--- config.mk ---
export PLATFORM = sky130hd
export DESIGN_NAME = spi_peripheral_flat
export DESIGN_NICKNAME = d
export VERILOG_FILES = /design/src/rtl/spi_peripheral_if.sv /design/src/rtl/spi_peripheral.sv /design/src/flat_wrapper.sv
export SDC_FILE = /design/constraint.sdc
export NUM_CORES = 1
export LEC_CHECK = 0
export ABC_CLOCK_PERIOD_IN_PS = 5800
export CORE_MARGIN = 3
export CORE_UTILIZATION = 44
export CTS_CLUSTER_DIAMETER = 100
export CTS_CLUSTER_SIZE = 10
export DETAILED_ROUTE_END_ITERATION = 7
export DONT_BUFFER_PORTS = 1
export SYNTH_ARGS = -nofsm -noshare
export SYNTH_HDL_FRONTEND = slang
export SYNTH_SLANG_ARGS = --single-unit
--- constraint.sdc ---
create_clock -name clk -period 5.8 [get_ports clk]
set_input_delay 0.87 -clock clk [delete_from_list [all_inputs] [get_ports clk]]
set_output_delay 0.87 -clock clk [all_outputs]
set_load 0.02 [all_outputs]
--- src/rtl/spi_peripheral_if.sv ---
//==============================================================================
// Module   : spi_peripheral_if
// Brief    : SPI pin bundle (sclk, copi, ncs) between an SPI controller and
//            the write-only register target.
// Revision : 1.0
//==============================================================================
`default_nettype none

interface spi_peripheral_if;
   logic sclk;
   logic copi;
   logic ncs;

   modport master (output sclk, output copi, output ncs);
   modport slave  (input  sclk, input  copi, input  ncs);
endinterface

`default_nettype wire

--- src/rtl/spi_peripheral.sv ---
//==============================================================================
// Module   : spi_peripheral
// Brief    : Write-only SPI mode-0 target driving five PWM control registers.
//            16-bit frames, committed at the nCS rising edge.
// Revision : 1.0
//==============================================================================
`default_nettype none

module spi_peripheral #(
   parameter int SYNC_STAGES = 2
) (
   input  wire logic            clk,
   input  wire logic            rst_n,
   spi_peripheral_if.slave      spi,
   output      logic [7:0]      en_reg_out_7_0,
   output      logic [7:0]      en_reg_out_15_8,
   output      logic [7:0]      en_reg_pwm_7_0,
   output      logic [7:0]      en_reg_pwm_15_8,
   output      logic [7:0]      pwm_duty_cycle,
   output      logic            frame_err
);

   localparam logic [4:0] c_FRAME_BITS = 5'd16;
   localparam logic [6:0] c_MAX_ADDR   = 7'h04;

   typedef enum logic [1:0] {
      S_IDLE    = 2'd0,
      S_SHIFT   = 2'd1,
      S_OVERRUN = 2'd2
   } state_t;

   logic [SYNC_STAGES-1:0] r_ncs_sync;
   logic [SYNC_STAGES-1:0] r_sclk_sync;
   logic [SYNC_STAGES-1:0] r_copi_sync;
   logic                   r_ncs_prev;
   logic                   r_sclk_prev;
   logic [SYNC_STAGES:0]   r_ncs_vld;

   logic                   w_ncs_s;
   logic                   w_sclk_s;
   logic                   w_copi_s;
   logic                   w_ncs_fall;
   logic                   w_ncs_rise;
   logic                   w_sclk_rise;

   state_t                 r_state;
   logic [4:0]             r_cnt;
   logic [15:0]            r_shift;
   logic [7:0]             r_out_lo;
   logic [7:0]             r_out_hi;
   logic [7:0]             r_pwm_lo;
   logic [7:0]             r_pwm_hi;
   logic [7:0]             r_duty;
   logic                   r_frame_err;

   always_ff @(posedge clk or negedge rst_n) begin
      if (!rst_n) begin
         r_ncs_sync  <= '1;
         r_sclk_sync <= '0;
         r_copi_sync <= '0;
         r_ncs_prev  <= 1'b1;
         r_sclk_prev <= 1'b0;
         r_ncs_vld   <= '0;
      end else begin
         r_ncs_sync  <= {r_ncs_sync[SYNC_STAGES-2:0],  spi.ncs};
         r_sclk_sync <= {r_sclk_sync[SYNC_STAGES-2:0], spi.sclk};
         r_copi_sync <= {r_copi_sync[SYNC_STAGES-2:0], spi.copi};
         r_ncs_prev  <= r_ncs_sync[SYNC_STAGES-1];
         r_sclk_prev <= r_sclk_sync[SYNC_STAGES-1];
         r_ncs_vld   <= {r_ncs_vld[SYNC_STAGES-1:0], 1'b1};
      end
   end

   assign w_ncs_s  = r_ncs_sync[SYNC_STAGES-1];
   assign w_sclk_s = r_sclk_sync[SYNC_STAGES-1];
   assign w_copi_s = r_copi_sync[SYNC_STAGES-1];

   // The ncs chain resets high, so a pin held low through reset would look like
   // a fall; only trust edges once the previous-value flop holds a real sample.
   assign w_ncs_fall  = r_ncs_prev & ~w_ncs_s & r_ncs_vld[SYNC_STAGES];
   assign w_ncs_rise  = ~r_ncs_prev & w_ncs_s;
   assign w_sclk_rise = ~r_sclk_prev & w_sclk_s;

   always_ff @(posedge clk or negedge rst_n) begin
      if (!rst_n) begin
         r_state     <= S_IDLE;
         r_cnt       <= 5'd0;
         r_shift     <= 16'h0000;
         r_out_lo    <= 8'h00;
         r_out_hi    <= 8'h00;
         r_pwm_lo    <= 8'h00;
         r_pwm_hi    <= 8'h00;
         r_duty      <= 8'h00;
         r_frame_err <= 1'b0;
      end else begin
         r_frame_err <= 1'b0;
         case (r_state)
            S_IDLE: begin
               if (w_ncs_fall) begin
                  r_state <= S_SHIFT;
                  r_cnt   <= 5'd0;
                  r_shift <= 16'h0000;
               end
            end
            S_SHIFT: begin
               if (w_ncs_rise) begin
                  r_state <= S_IDLE;
                  if (r_cnt == c_FRAME_BITS) begin
                     // Reads and out-of-range addresses are silently dropped.
                     if (r_shift[15] && (r_shift[14:8] <= c_MAX_ADDR)) begin
                        case (r_shift[10:8])
                           3'd0:    r_out_lo <= r_shift[7:0];
                           3'd1:    r_out_hi <= r_shift[7:0];
                           3'd2:    r_pwm_lo <= r_shift[7:0];
                           3'd3:    r_pwm_hi <= r_shift[7:0];
                           default: r_duty   <= r_shift[7:0];
                        endcase
                     end
                  end else begin
                     r_frame_err <= 1'b1;
                  end
               end else if (w_sclk_rise) begin
                  if (r_cnt == c_FRAME_BITS) begin
                     r_state <= S_OVERRUN;
                  end else begin
                     r_shift <= {r_shift[14:0], w_copi_s};
                     r_cnt   <= r_cnt + 5'd1;
                  end
               end
            end
            S_OVERRUN: begin
               if (w_ncs_rise) begin
                  r_state     <= S_IDLE;
                  r_frame_err <= 1'b1;
               end
            end
            default: begin
               r_state <= S_IDLE;
            end
         endcase
      end
   end

   assign en_reg_out_7_0  = r_out_lo;
   assign en_reg_out_15_8 = r_out_hi;
   assign en_reg_pwm_7_0  = r_pwm_lo;
   assign en_reg_pwm_15_8 = r_pwm_hi;
   assign pwm_duty_cycle  = r_duty;
   assign frame_err       = r_frame_err;

endmodule

`default_nettype wire

--- src/flat_wrapper.sv ---
// flat-port wrapper written by rule: the top's interface ports become plain ports
module spi_peripheral_flat 
#(
   parameter int SYNC_STAGES = 2
)
  (clk, rst_n, en_reg_out_7_0, en_reg_out_15_8, en_reg_pwm_7_0, en_reg_pwm_15_8, pwm_duty_cycle, frame_err, spi_sclk, spi_copi, spi_ncs);
  spi_peripheral_if spi_i ();
  input  wire logic clk;
  input  wire logic rst_n;
  output      logic [7:0] en_reg_out_7_0;
  output      logic [7:0] en_reg_out_15_8;
  output      logic [7:0] en_reg_pwm_7_0;
  output      logic [7:0] en_reg_pwm_15_8;
  output      logic [7:0] pwm_duty_cycle;
  output      logic frame_err;
  input wire logic [$bits(spi_i.sclk)-1:0] spi_sclk;
  input wire logic [$bits(spi_i.copi)-1:0] spi_copi;
  input wire logic [$bits(spi_i.ncs)-1:0] spi_ncs;
  assign spi_i.sclk = spi_sclk;
  assign spi_i.copi = spi_copi;
  assign spi_i.ncs = spi_ncs;
  spi_peripheral #(.SYNC_STAGES(SYNC_STAGES)) u_core (.clk(clk), .rst_n(rst_n), .spi(spi_i), .en_reg_out_7_0(en_reg_out_7_0), .en_reg_out_15_8(en_reg_out_15_8), .en_reg_pwm_7_0(en_reg_pwm_7_0), .en_reg_pwm_15_8(en_reg_pwm_15_8), .pwm_duty_cycle(pwm_duty_cycle), .frame_err(frame_err));
endmodule
==> out/summary.txt, run 1 <==
Row count -> 29
Seq cells post-synth -> 75
Drt wl/cell -> 19.82 um
Final WS setup -> 3.111 ns
First-pass GRT wire length -> 9225 um
Synthesized cell area -> 0.003014 mm2
Net Count, Synth -> 217
Worst-case reg-to-reg path depth -> 6
Tmin final -> 2.689 ns
Clock Pin Slew Worst Setup and Hold Paths -> 0.08 ns
Post-CTS Hold Buffers -> 0
Worst-skew pair later-pin latency -> 0.35 ns
Asr flop ratio synth -> 100.0%
Width of the chip -> 88.77 um
Reg2reg end -> u_core.en_reg_pwm_15_8[5]
Final setup vio count -> 0
DR iter-0 viols -> 121
Initial Utilization -> 46.41%
Number of synthesized flops with an enable pin -> 0
Setup bufs post-CTS -> 0
Worst min path class -> in -> async
Rel. slew slack -> 18.98%
CTS tree -> yes
Lkg Pwr -> 1.594 nW
Share of post-route cells with drive strength above 1 -> 31.63%
Start of the worst register-to-register path -> u_core.r_state[1]
Pin count of the biggest net entering global routing -> 76
Commonest cells post-synth -> dfrtp_1, mux2_2, a22o_1
Die area -> 0.007879 mm2
DR DRC count -> 0
Area delta synth->final -> 9.132%
Final nets -> 221
1st-pass router iterations -> 4
Synth area leader -> dfrtp_1
Syn. warnings -> 0
Core Area -> 0.006495 mm2
Most common cell in the netlist -> dfrtp_1
Chip Height -> 88.77 um
R2R Setup Slk -> 3.11 ns
GR Util met3 -> 7.169%
RSZ-0062 raised after global routing -> no
Worst vdd rail ir drop -> 0.1878 mV
Number of buffers added on ports -> 0
IO Pins -> 46
Sequential area share after synthesis -> 62.39%
Most used DFF post-synth -> dfrtp_1
Most area-consuming cells after synthesis -> dfrtp_1, mux2_2, a22o_1, dfstp_2, ha_1
Grt ovf -> 0
Hold slack final -> 0.2139 ns
Antenna Cells -> 0
Initial antenna violation count -> 0
Achievable frequency -> 0.3719 GHz
TritonCTS Buffers -> 9
Ratio of final minimum period to clock period -> 46.36%
Clock sink count -> 75
Syn_area_per_cell -> 14.56 um2
Vias per cell -> 5.942
Clock Tree Buf Depth -> 2
GRT Total Usage -> 15.89%
Root Driver -> clkbuf_8
Most used routing layer -> met2
Final Hold Fails -> 0
Post_cts resized -> 0
Remaining antenna violation count after routing -> 0
Vias in the first global route -> 1,808
Required @ worst endpoint -> 6.03 ns
Pwr per Cell Area -> 350.8 mW/mm2
Total Wirelength -> 5786 um
Met1 Use GR -> 19.83%
Post-DP HPWL -> 3798 um
GR Layer Usage met2 -> 23.95%
Critical path endpoint category -> flip-flop
Status -> finished, final reports clean
Worst Path Arrival -> 2.92 ns
Actual slew at the worst max-slew pin -> 1.207 ns
Yosys cell types -> 42
Final setup TNS -> 0 ns
Pins Over Slew Limit -> 0
Startpoint types -> flip-flop
Routability cong. -> 0.7688
MaxCap Viol Count -> 0
Yosys top cell area share -> 59.78%
Post-layout util -> 50.65%
Dpl ws -> 3.121 ns
Cells after Synth -> 207
H-tree Lvls -> 3
Clock skew -> 0.007268 ns
CP Class -> reg -> reg
Fill cells -> 541
Via count -> 1,735
Crit path max fanout -> 18
==> final cells by class <==
cell class / instances / area [um2] / share of cell area [%]
Tap cell: 77 / 96.34 / 2.929
Sequential cell: 75 / 1881 / 57.17
Clock inverter: 5 / 86.33 / 2.625
Clock buffer: 10 / 127.6 / 3.880
Inverter: 4 / 15.01 / 0.4564
Multi-Input combinational cell: 121 / 1084 / 32.94
==> placed cells by master (no fill, tap or decap), types with 2 or more instances in the layout <==
cell       synthesis  final
nor3b_1            3      3
and4_1             2      2
a21oi_1            2      2
nand3_2            2      2
ha_1               5      5
nand2_1           12     12
clkbuf_8           0      9
bufinv_16          0      2
a22o_1            14     14
nand2b_1           2      2
nor2_1             2      2
mux2_2            41     41
dfstp_2            3      3
dfrtp_1           72     72
a22o_2             2      2
inv_6              0      2
o221ai_1           4      4
and3_1             4      4
nor2b_1            4      4
inv_1              4      4
==> kinds of logic after synthesis <==
family                     after synthesis  share of synthesized area, %
DFF                                     75                         62.39
and+or+nand+nor                         43                         9.880
muxes                                   42                         15.65
AOI/OAI and AO/OA                       30                         8.219
buffers and inverters                   11                         1.660
adders and majority gates                5                         2.076
other                                    1                        0.1244
==> registers in the layout (all words and copies together) (netlist names), 2 cells and up <==
| register | cells |
|---|---|
| u_core.en_reg_out_15_8 | 8 |
| u_core.en_reg_out_7_0 | 8 |
| u_core.en_reg_pwm_15_8 | 8 |
| u_core.en_reg_pwm_7_0 | 8 |
| u_core.pwm_duty_cycle | 8 |
| u_core.r_cnt | 5 |
| u_core.r_copi_sync | 2 |
| u_core.r_ncs_sync | 2 |
| u_core.r_ncs_vld | 3 |
| u_core.r_sclk_sync | 2 |
| u_core.r_shift | 16 |
| u_core.r_state | 2 |
==> worst max path at each step <==
stage | slack, ns | end | cells after the start | from
2_1_floorplan | 3.58 | u_core.en_reg_pwm_15_8[0] | 8 | u_core.r_state[1]
3_3_place_gp | 3.26 | u_core.en_reg_pwm_15_8[5] | 6 | u_core.r_state[1]
3_5_place_dp | 3.12 | u_core.en_reg_pwm_15_8[6] | 6 | u_core.r_state[1]
4_1_cts | 3.12 | u_core.en_reg_pwm_15_8[5] | 6 | u_core.r_state[1]
5_1_grt | 2.94 | u_core.en_reg_pwm_15_8[1] | 6 | u_core.r_state[1]
6_report | 3.11 | u_core.en_reg_pwm_15_8[5] | 6 | u_core.r_state[1]
==> power breakdown <==
group / switching, mW / internal [mW] / leakage (nW)
clock network: 0.190 / 0.244 / 0.107
registers: 0.0206 / 0.542 / 1.02
logic: 0.101 / 0.0558 / 0.470
total: 0.312 / 0.842 / 1.59
==> metrics by stage <==
stage                     cells  total power [mW]  cell area [um2]
after CTS                   292             1.166             3289
after floorplan             207            0.6935             3014
after global placement      277            0.7184             3075
after detailed placement    277            0.7299             3075
final                       292             1.154             3289
after global routing        292             1.204             3289
==> critical path: stages, from the launching register on <==
cell,delay [ns]
dfrtp_1,0.40
inv_1,0.09
ha_1,0.48
or2b_1,0.31
nor4_4,0.40
and4b_1,0.50
mux2_2,0.39
==> metal layers <==
metal / share of wire [%] / up-vias
met5: 0 / -
met4: 1.7 / 0
met3: 7.7 / 13
met2: 48 / 51
met1: 43 / 909
li1: - / 762
Power figures use the tool's default switching activity.
==> run 2: changes to the inputs <==
--- a/config.mk
+++ b/config.mk
@@ -5,7 +5,7 @@
 export SDC_FILE = /design/constraint.sdc
 export NUM_CORES = 1
 export LEC_CHECK = 0
-export ABC_CLOCK_PERIOD_IN_PS = 5800
+export ABC_CLOCK_PERIOD_IN_PS = 2500
 export CORE_MARGIN = 3
 export CORE_UTILIZATION = 44
 export CTS_CLUSTER_DIAMETER = 100
==> constraint.sdc (replaced) <==
create_clock -name clk -period 2.5 [get_ports clk]
set_input_delay 0.375 -clock clk [delete_from_list [all_inputs] [get_ports clk]]
set_output_delay 0.375 -clock clk [all_outputs]
set_load 0.02 [all_outputs]
==> out/summary.txt, run 2 (synthesis gave the netlist of run 1 again) <==
Total Wirelength -> 5859 um (was 5786 um)
Area delta synth->final -> 9.714% (was 9.132%)
Worst Path Arrival -> 2.46 ns (was 2.92 ns)
MaxCap Viol Count -> 0 (unchanged)
Final setup vio count -> 0 (unchanged)
First-pass GRT wire length -> 9625 um (was 9225 um)
Sw frac -> 29.11% (was 27.03%)
Most used routing layer -> met2 (unchanged)
DR DRC count -> 0 (unchanged)
Number of buffers added on ports -> 0 (unchanged)
Post_cts resized -> 0 (unchanged)
Critical path endpoint category -> flip-flop (unchanged)
Width of the chip -> 88.77 um (unchanged)
Required @ worst endpoint -> 2.72 ns (was 6.03 ns)
CP Class -> reg -> reg (unchanged)
Met1 Use GR -> 21.60% (was 19.83%)
GR Layer Usage met2 -> 24.49% (was 23.95%)
Ratio of final minimum period to clock period -> 89.59% (was 46.36%)
Sequential share of power -> 52.3% (was 48.8%)
Initial antenna violation count -> 0 (unchanged)
Worst vdd rail ir drop -> 0.3837 mV (was 0.1878 mV)
1st-pass router iterations -> 4 (unchanged)
Tmin final -> 2.240 ns (was 2.689 ns)
Top reg by flops -> u_core.r_shift (unchanged)
IO Pins -> 46 (unchanged)
CTS tree -> yes (unchanged)
Startpoint types -> flip-flop (unchanged)
Initial Utilization -> 46.41% (unchanged)
Status -> finished, final reports clean (unchanged)
Max FFs per register -> 16 (unchanged)
Antenna Cells -> 0 (unchanged)
Clock skew -> 0.008802 ns (was 0.007268 ns)
Via count -> 1,761 (was 1,735)
Final nets -> 227 (was 221)
Die area -> 0.007879 mm2 (unchanged)
Pins Over Slew Limit -> 0 (unchanged)
Final setup TNS -> 0 ns (unchanged)
Post-DP HPWL -> 3869 um (was 3798 um)
Multi-input gate area -> 0.001084 mm2 (unchanged)
Final Hold Fails -> 0 (unchanged)
Root Driver -> clkbuf_8 (unchanged)
Clock Tree Buf Depth -> 2 (unchanged)
Register area -> 0.001881 mm2 (unchanged)
Most common cell after layout, fill and taps aside -> dfrtp_1 (unchanged)
Vias in the first global route -> 1,828 (was 1,808)
GR Util met3 -> 5.587% (was 7.169%)
Vias per cell -> 5.890 (was 5.942)
Remaining antenna violation count after routing -> 0 (unchanged)
Core Area -> 0.006495 mm2 (unchanged)
Fill cells -> 544 (was 541)
Grt ovf -> 0 (unchanged)
Drt wl/cell -> 19.60 um (was 19.82 um)
Part of the power in the clock network -> 31.2% (was 37.6%)
Clock sink count -> 75 (unchanged)
Worst min path class -> in -> reg (was in -> async)
Hold slack final -> 0.03114 ns (was 0.2139 ns)
Chip Height -> 88.77 um (unchanged)
Pint -> 1.775 mW (was 842.1 uW)
Pin count of the biggest net entering global routing -> 76 (unchanged)
Share of post-route cells with drive strength above 1 -> 32.43% (was 31.63%)
H-tree Lvls -> 3 (unchanged)
Lkg Pwr -> 1.600 nW (was 1.594 nW)
Clock Pin Slew Worst Setup and Hold Paths -> 0.07 ns (was 0.08 ns)
DR iter-0 viols -> 167 (was 121)
GRT Total Usage -> 16.38% (was 15.89%)
Crit path max fanout -> 8 (was 18)
Net switching power -> 728.9 uW (was 311.9 uW)
Worst-skew pair later-pin latency -> 0.34 ns (was 0.35 ns)
Routability cong. -> 0.7410 (was 0.7688)
Row count -> 29 (unchanged)
TritonCTS Buffers -> 9 (unchanged)
RSZ-0062 raised after global routing -> no (unchanged)
Most frequent cells in the layout -> dfrtp_1, mux2_2, a22o_1, nand2_1, clkbuf_8 (unchanged)
Pwr per Cell Area -> 757.2 mW/mm2 (was 350.8 mW/mm2)
Achievable frequency -> 0.4465 GHz (was 0.3719 GHz)
Gate power share -> 16.5% (was 13.6%)
## run 2: changes by cell type in the layout (fill, tap and decap cells not counted), sizes merged
cell         previous run  this run
clkbuf                 10        12
buf                     0         5
bufinv                  2         0
clkinvlp                0         2
clkinv                  1         2
inv                     6         4
dlygate4sd3             0         1
## run 2: power by group through the flow
stage          Clock [mW]  Combinational [mW]  Sequential [mW]
2_1_floorplan           0               0.293             1.32
3_3_place_gp            0               0.374             1.32
3_5_place_dp            0               0.386             1.33
4_1_cts             0.800               0.419             1.31
5_1_grt             0.870               0.468             1.32
6_report            0.782               0.413             1.31
## run 2: per-stage QoR
| step | power (mW) | utilization, % | area, um2 | instances | worst slack [ns] |
|---|---|---|---|---|---|
| 2_1_floorplan | 1.609 | - | 3014 | 207 | 0.2825 |
| 3_3_place_gp | 1.698 | 47.81 | 3105 | 281 | 0.3892 |
| 3_5_place_dp | 1.717 | 47.81 | 3105 | 281 | 0.2771 |
| 4_1_cts | 2.528 | 50.92 | 3307 | 299 | 0.2560 |
| 5_1_grt | 2.655 | 50.92 | 3307 | 299 | 0.1391 |
| 6_report | 2.504 | 50.92 | 3307 | 299 | 0.2602 |
## run 2: timing repair
action / CTS / global route
endpoints found under the hold margin: 75 / 0
hold buffers: 2 / 0
buffers inserted: 0 / 0
## run 2: critical path, stage by stage, from the launching register on
cell and delay (ns):
dfrtp_1 0.45, inv_1 0.10, ha_1 0.16, nand4bb_2 0.20
nor4_4 0.32, and4b_1 0.49, mux2_2 0.39
## run 2: area by class of cell
type                    count  area share, %
clock buffers              12          4.086
clock inverters             4         0.8702
inverters                   4         0.4540
multi-input cells         121          32.77
flip-flops and latches     75          56.87
well taps                  77          2.913
repair buffers              6          2.043
## run 2: worst paths after layout
check                                    start  slack [ns]                   endpoint  cells past startpoint
max                            u_core.r_cnt[0]        0.26  u_core.en_reg_pwm_15_8[6]                      6
min                                    spi_ncs        0.03       u_core.r_ncs_sync[0]                      0
max reg2reg                    u_core.r_cnt[0]        0.26  u_core.en_reg_pwm_15_8[6]                      6
min reg2reg                u_core.r_ncs_vld[1]        0.35        u_core.r_ncs_vld[2]                      0
max in group asynchronous                rst_n        1.56          u_core.r_ncs_prev                      2
min in group asynchronous                rst_n        0.59            u_core.r_cnt[0]                      2
## run 2: layer usage
metal	vias up	wire, um
li1	781	-
met1	923	2531
met2	49	2822
met3	8	414
met4	0	90
met5	-	0
